`config.mk`:
```
export PLATFORM = sky130hd
export DESIGN_NAME = chain_score_acc
export DESIGN_NICKNAME = d
export VERILOG_FILES = /design/src/rtl/chain_pkg.sv /design/src/rtl/delay_line.sv /design/src/rtl/chain_score_acc.sv
export SDC_FILE = /design/constraint.sdc
export NUM_CORES = 2
export LEC_CHECK = 0
export CORE_MARGIN = 3
export CORE_UTILIZATION = 35
export DETAILED_ROUTE_END_ITERATION = 10
export GPL_ROUTABILITY_DRIVEN = 0
export PLACE_DENSITY = 0.63
export SYNTH_ARGS = -nofsm -noshare
export SYNTH_HDL_FRONTEND = slang
export SYNTH_HIERARCHICAL = 1
export SYNTH_SLANG_ARGS = --single-unit
```
`constraint.sdc`:
```
create_clock -name clk -period 17 [get_ports clk]
set_input_delay 2.55 -clock clk [delete_from_list [all_inputs] [get_ports clk]]
set_output_delay 2.55 -clock clk [all_outputs]
set_load 0.005 [all_outputs]
```
`src/rtl/chain_pkg.sv`:
```
// Shared types, saturation limits and side-pipe payload for the DSA chaining
// predecessor-scoring datapath.
package chain_pkg;

  localparam int IDX_W = 16;

  typedef logic signed [31:0] score_t;
  typedef logic signed [31:0] coord_t;
  typedef logic [IDX_W-1:0]   idx_t;

  localparam score_t SCORE_MAX = 32'sh7FFF_FFFF;
  localparam score_t SCORE_MIN = 32'sh8000_0000;

  typedef enum logic {S_IDLE, S_ACC} acc_state_t;

  // Everything stage B needs about a beat, delayed to line up with lg_in.
  typedef struct packed {
    logic        ok;
    logic        first;
    logic        last;
    logic        nopred;
    logic [7:0]  qspan;
    score_t      min_d;
    logic [31:0] lin;
    score_t      fj;
    idx_t        j;
    logic        dd_zero;
  } pipe_t;

  function automatic score_t sat_add(input score_t a, input score_t b);
    logic [32:0] s;
    s = {a[31], a} + {b[31], b};
    if (s[32] != s[31]) return s[32] ? SCORE_MIN : SCORE_MAX;
    return score_t'(s[31:0]);
  endfunction

endpackage

```
`src/rtl/delay_line.sv`:
```
// Fixed-depth shift register with a per-stage valid bit and synchronous clear
// of the valid bits only.
module delay_line #(
  parameter int DEPTH = 5,
  parameter int WIDTH = 8
) (
  input  logic             clk,
  input  logic             i_clr,
  input  logic             i_valid,
  input  logic [WIDTH-1:0] i_data,
  output logic             o_valid,
  output logic [WIDTH-1:0] o_data
);

  logic [DEPTH-1:0] r_valid;
  logic [WIDTH-1:0] r_data [DEPTH];

  always_ff @(posedge clk) begin
    if (i_clr) begin
      r_valid <= '0;
    end else begin
      r_valid[0] <= i_valid;
      for (int s = 1; s < DEPTH; s++) r_valid[s] <= r_valid[s-1];
    end
  end

  // NOTE: payload storage has no reset; the valid bits alone decide whether a
  // stage means anything, so clearing the data would only cost reset fan-out.
  always_ff @(posedge clk) begin
    r_data[0] <= i_data;
    for (int s = 1; s < DEPTH; s++) r_data[s] <= r_data[s-1];
  end

  assign o_valid = r_valid[DEPTH-1];
  assign o_data  = r_data[DEPTH-1];

endmodule

```
`src/rtl/chain_score_acc.sv`:
```
// Scores predecessor candidates (j -> i) with a linear + log2 gap cost and keeps
// the best chained score and predecessor per anchor group.
module chain_score_acc
  import chain_pkg::*;
#(
  parameter int LOG_LAT = 5
) (
  input  logic        clk,
  input  logic        reset,
  input  logic        in_valid,
  input  logic        in_nopred,
  input  logic        in_last,
  input  coord_t      in_dq,
  input  coord_t      in_dr,
  input  score_t      in_fj,
  input  idx_t        in_j,
  input  logic [7:0]  in_qspan,
  input  logic [7:0]  cfg_avg_qspan,
  input  logic [15:0] cfg_gap_coef,
  input  logic [31:0] cfg_max_dist,
  input  logic [31:0] cfg_bw,
  output logic [31:0] lg_v,
  input  logic [4:0]  lg_in,
  output logic        out_valid,
  output score_t      out_score,
  output idx_t        out_best_j,
  output logic        out_has_pred
);

  // ---------------- Stage A: gap, linear cost, acceptance ----------------
  logic [31:0] w_diff, w_dd;
  logic [47:0] w_prod;
  score_t      w_min_d, w_avg;
  logic        w_ok;
  pipe_t       w_a_pay;
  logic        r_first_in;
  logic        r_a_valid;
  pipe_t       r_a_pay;

  // NOTE: every signal written here gets a value before any branch, so no path
  // leaves one unassigned and no latch is inferred.
  always_comb begin
    w_diff  = in_dr - in_dq;
    w_dd    = w_diff[31] ? (32'd0 - w_diff) : w_diff;
    w_prod  = 48'(w_dd) * 48'(cfg_gap_coef);
    w_avg   = score_t'({24'd0, cfg_avg_qspan});
    w_min_d = (in_dq < in_dr) ? in_dq : in_dr;
    if (w_avg < w_min_d) w_min_d = w_avg;
    w_ok = (in_dq > 32'sd0) && (in_dr > 32'sd0) &&
           ($unsigned(in_dq) <= cfg_max_dist) && ($unsigned(in_dr) <= cfg_max_dist) &&
           (w_dd <= cfg_bw) && !in_nopred;
    w_a_pay = '{ok: w_ok, first: r_first_in, last: in_last, nopred: in_nopred,
                qspan: in_qspan, min_d: w_min_d, lin: w_prod[47:16], fj: in_fj,
                j: in_j, dd_zero: (w_dd == 32'd0)};
  end

  // NOTE: state is updated with non-blocking assignments so every register
  // samples pre-edge values regardless of statement order.
  always_ff @(posedge clk) begin
    if (reset) begin
      r_a_valid  <= 1'b0;
      r_first_in <= 1'b1;
      lg_v       <= '0;
    end else begin
      r_a_valid <= in_valid;
      if (in_valid) begin
        r_first_in <= in_last || in_nopred;
        lg_v       <= w_dd;
      end
    end
  end

  always_ff @(posedge clk) begin
    if (in_valid) r_a_pay <= w_a_pay;
  end

  // ---------------- Side pipe aligned with the external log2 -------------
  logic  w_p_valid;
  pipe_t w_p;

  delay_line #(.DEPTH(LOG_LAT), .WIDTH($bits(pipe_t))) u_side_pipe (
    .clk     (clk),
    .i_clr   (reset),
    .i_valid (r_a_valid),
    .i_data  (r_a_pay),
    .o_valid (w_p_valid),
    .o_data  (w_p)
  );

  // ---------------- Stage B: full score and saturated candidate ----------
  logic [4:0] w_log_dd;
  score_t     w_sc, w_cand;
  logic       r_b_valid, r_b_ok, r_b_first, r_b_close;
  logic [7:0] r_b_qspan;
  score_t     r_b_cand;
  idx_t       r_b_j;

  always_comb begin
    w_log_dd = w_p.dd_zero ? 5'd0 : lg_in;
    w_sc     = w_p.min_d - score_t'(w_p.lin) - score_t'({27'd0, w_log_dd >> 1});
    w_cand   = sat_add(w_p.fj, w_sc);
  end

  always_ff @(posedge clk) begin
    if (reset) r_b_valid <= 1'b0;
    else       r_b_valid <= w_p_valid;
  end

  always_ff @(posedge clk) begin
    if (w_p_valid) begin
      r_b_ok    <= w_p.ok;
      r_b_first <= w_p.first;
      r_b_close <= w_p.last || w_p.nopred;
      r_b_qspan <= w_p.qspan;
      r_b_cand  <= w_cand;
      r_b_j     <= w_p.j;
    end
  end

  // ---------------- Accumulate FSM ----------------------------------------
  acc_state_t r_state, w_state_nxt;
  score_t     r_best, w_base_best, w_post_best;
  idx_t       r_best_j, w_base_j, w_post_j;
  logic       r_has, w_base_has, w_post_has, w_open, w_take, w_close;

  always_comb begin
    w_state_nxt = r_state;
    w_open      = (r_state == S_IDLE) || r_b_first;
    w_base_best = w_open ? score_t'({24'd0, r_b_qspan}) : r_best;
    w_base_j    = w_open ? idx_t'(0) : r_best_j;
    w_base_has  = w_open ? 1'b0 : r_has;
    // Strict compare: an equal candidate never displaces an earlier j.
    w_take      = r_b_ok && (r_b_cand > w_base_best);
    w_post_best = w_take ? r_b_cand : w_base_best;
    w_post_j    = w_take ? r_b_j    : w_base_j;
    w_post_has  = w_take || w_base_has;
    w_close     = r_b_valid && r_b_close;
    if (r_b_valid) w_state_nxt = r_b_close ? S_IDLE : S_ACC;
  end

  always_ff @(posedge clk) begin
    if (reset) begin
      r_state      <= S_IDLE;
      out_valid    <= 1'b0;
      out_score    <= '0;
      out_best_j   <= '0;
      out_has_pred <= 1'b0;
    end else begin
      r_state   <= w_state_nxt;
      out_valid <= w_close;
      if (w_close) begin
        out_score    <= w_post_best;
        out_best_j   <= w_post_j;
        out_has_pred <= w_post_has;
      end
    end
  end

  always_ff @(posedge clk) begin
    if (r_b_valid) begin
      r_best   <= w_post_best;
      r_best_j <= w_post_j;
      r_has    <= w_post_has;
    end
  end

endmodule
```
==> out/metrics.yaml <==
status: "completed"
synth.top_cell.area_share_pct: 28.3
yosys.area_share.xor_xnor_pct: 2.42
ctsHoldBuffers: 0
cts_tree: "yes"
grt_pass1_wl_mm: 198
ys_warn_count: 6
synth-adder-area-share_pct: 26.1
critPathMaxStageDelay_ps: 810
max_clock_freq_mhz: 69.7
io_pins: 300
htreeDepth: 3
drt_wl_total_mm: 129
synth-simple-area-share_pct: 10.8
cts.repair.resized: 0
drt_first_pass_iters: 6
ant_nets: 0
synth.avg_cell_area_um2: 10.9
multi_input_area_um2: 25600
first_global_vias: 34500
setup_tns_ps: 0
layout_commonest_cell: "dfxtp_1"
rrSetupSlack_ps: 9680
port_buffers: 298
crit_top_cell: "fa_1"
clock_latency_ps: 690
drive_gt1_share_pct: 5.97
slowest_stage: "a221oi_1"
crit_type: "input port to flip-flop"
rsz0062_at_grt: "false"
synth_seq_cells: 949
rows: 138
critical_path_required_ps: 17410
detailed_place_hpwl_mm: 95.3
fp.dieW_um: 386
slew_headroom_pct: 24.6
cp-start-kind: "input port"
synth_nets: 5676
cts_buffers: 92
min_period_ps: 14340
synth_largest_area_cell: "dfxtp_1"
report.final.slew_viol_count: 0
cp_top_family: "compound AO/OA/AOI/OAI gates"
hold_path_class: "flip-flop to flip-flop"
start_util_pct: 35.5
post_drt_wl_per_cell_um: 18.9
synth_top_family_by_area: "adder cells"
die_area_um2: 149000
yosysSeqAreaShare_pct: 42.1
whs_path_depth: 0
synth_compound_area_share_pct: 7.93
clock_sinks: 949
worst_slew_pin_slew_ps: 1130
synthArstFlopShare_pct: 0
cts_root_buf: "clkbuf_16"
ys.flop_type: "dfxtp_1"
fin_skew_ps: 57.8
fin_crit_sh_pct: 84.4
drc: 0
clkTransAtPathRegs_ps: 60
setup_viol: 0
cts_setup_buffers: 0
r2r-end: "r_b_cand[27]"
synth_edf_count: 233
r2r-start: "u_side_pipe/r_data[0][500]"
arrival_ps: 14750
routed-via-count: 33100
ys_types: 88
worstSetupStartpoint: "in_dq[16]"
antenna_found_initial: 20
vias_per_cell: 4.86
core_area_um2: 143000
maxCapViolCount: 0
crit_buf_inv: 6
clockBufferDepth: 3
drt_iter0_drc: 1972
finalHoldViolCount: 0
area_delta_synth_final_pct: 15.6
gr-total-overflow: 0
hold_start: "u_side_pipe/r_data[0][102]"
n_fill_cell: 13600
die_y_um: 386
reg2reg_depth: 25
min_to: "u_side_pipe/r_data[0][227]"
final_cell_mix: "dfxtp_1 (714), inv_1 (689), fa_1 (423)"
syn-cell-area_um2: 50600
critPathMaxFanout: 19
synth.area.top_cells: "dfxtp_1 (28%), fa_1 (17%), edfxtp_1 (14%), ha_1 (9.3%), inv_1 (5.1%)"
nets: 5847
grt_max_degree: 61
muxShareOfSynthArea_pct: 2.56
end_kind: "flip-flop"
syn_inst: 4658
regArea_um2: 21300
grt_usage_pct: 17.2
-- layer usage --
metal | global-route usage [%] | share of wire [%] | vias up
met1 | 22.2 | 43 | 16200
met3 | 5.02 | 9.6 | 247
li1 | - | - | 15400
met4 | 5.55 | 2.8 | 12
met5 | 0.529 | 0.13 | -
met2 | 27.7 | 45 | 1177
-- layout make-up --
class / count / area share [%]
inverters: 690 / 4.42
flip-flops and latches: 949 / 36.4
repair buffers: 344 / 5.60
well taps: 1890 / 4.04
clock inverters: 36 / 0.755
clock buffers: 137 / 4.88
diodes: 11 / 0.0470
multi-input cells: 2752 / 43.8
-- kinds of logic (layout without fill, tap and decap cells) --
kind of cell | count (synthesis) | count (layout)
flip-flops | 949 | 949
XOR/XNOR | 140 | 140
AND/OR/NAND/NOR | 1087 | 1087
buffers and inverters | 957 | 1207
adder cells (fa/ha/maj) | 801 | 801
multiplexers | 129 | 129
other | 0 | 11
AO/OA/AOI/OAI | 595 | 595
-- registers in the layout (all words and copies together) (netlist names), 5 cells and up --
| name | cells |
|---|---|
| u_side_pipe/r_valid | 5 |
| r_b_j | 16 |
| r_a_pay | 125 |
| lg_v | 32 |
| u_side_pipe/r_data | 625 |
| r_b_qspan | 8 |
| out_score | 32 |
| r_best_j | 16 |
| r_b_cand | 32 |
| out_best_j | 16 |
| r_best | 32 |
-- synth_stat cells, drive strengths merged, types with 10 or more instances --
cell type  instances
xor2              46
and3              16
a21oi            170
edfxtp           233
o21ai             96
fa               423
o21bai            11
nor2b             65
o31ai             13
nand4             52
dfxtp            716
inv              690
nand2            393
and2             217
nand3             51
ha               377
a21o             116
and4              10
mux2i            124
o21a              32
xnor2             94
a211oi            16
nor2             133
clkbuf           129
nor4              36
a31oi             16
nand2b            38
a22o              50
buf              138
nor3              34
-- metrics by stage --
step | util (%) | hold slack [ps] | area, um2 | std cells | setup slack [ps]
3_3_place_gp | 38.7 | 310 | 55200 | 6625 | 2190
5_1_grt | 41.0 | 286 | 58500 | 6799 | 1880
6_report | 41.0 | 271 | 58500 | 6809 | 2660
4_1_cts | 41.0 | 272 | 58500 | 6798 | 2810
3_5_place_dp | 38.7 | 312 | 55200 | 6625 | 2110
2_1_floorplan | - | 310 | 50600 | 4658 | 4880
-- worst reg2reg max path: cells and delay by family (launching register included) --
kind | cells | cell delay [ps]
xor+xnor | 2 | 500
compound gates | 13 | 3170
fa+ha+maj | 3 | 1040
buf+inv | 1 | 50
flops | 1 | 330
simple gates | 6 | 1940
-- worst max path at each step --
stage | end | slack [ps] | depth (start not counted)
CTS | r_a_pay[79] | 2810 | 34
finish | r_a_pay[79] | 2660 | 34
floorplan | r_a_pay[79] | 4880 | 37
detailed placement | r_a_pay[79] | 2110 | 34
global placement | r_a_pay[79] | 2190 | 34
global route | r_a_pay[79] | 1880 | 35
Power is left out: the tool's default activity adds up to more than one toggle a clock period on the data nets, which glitch-free logic cannot reach.
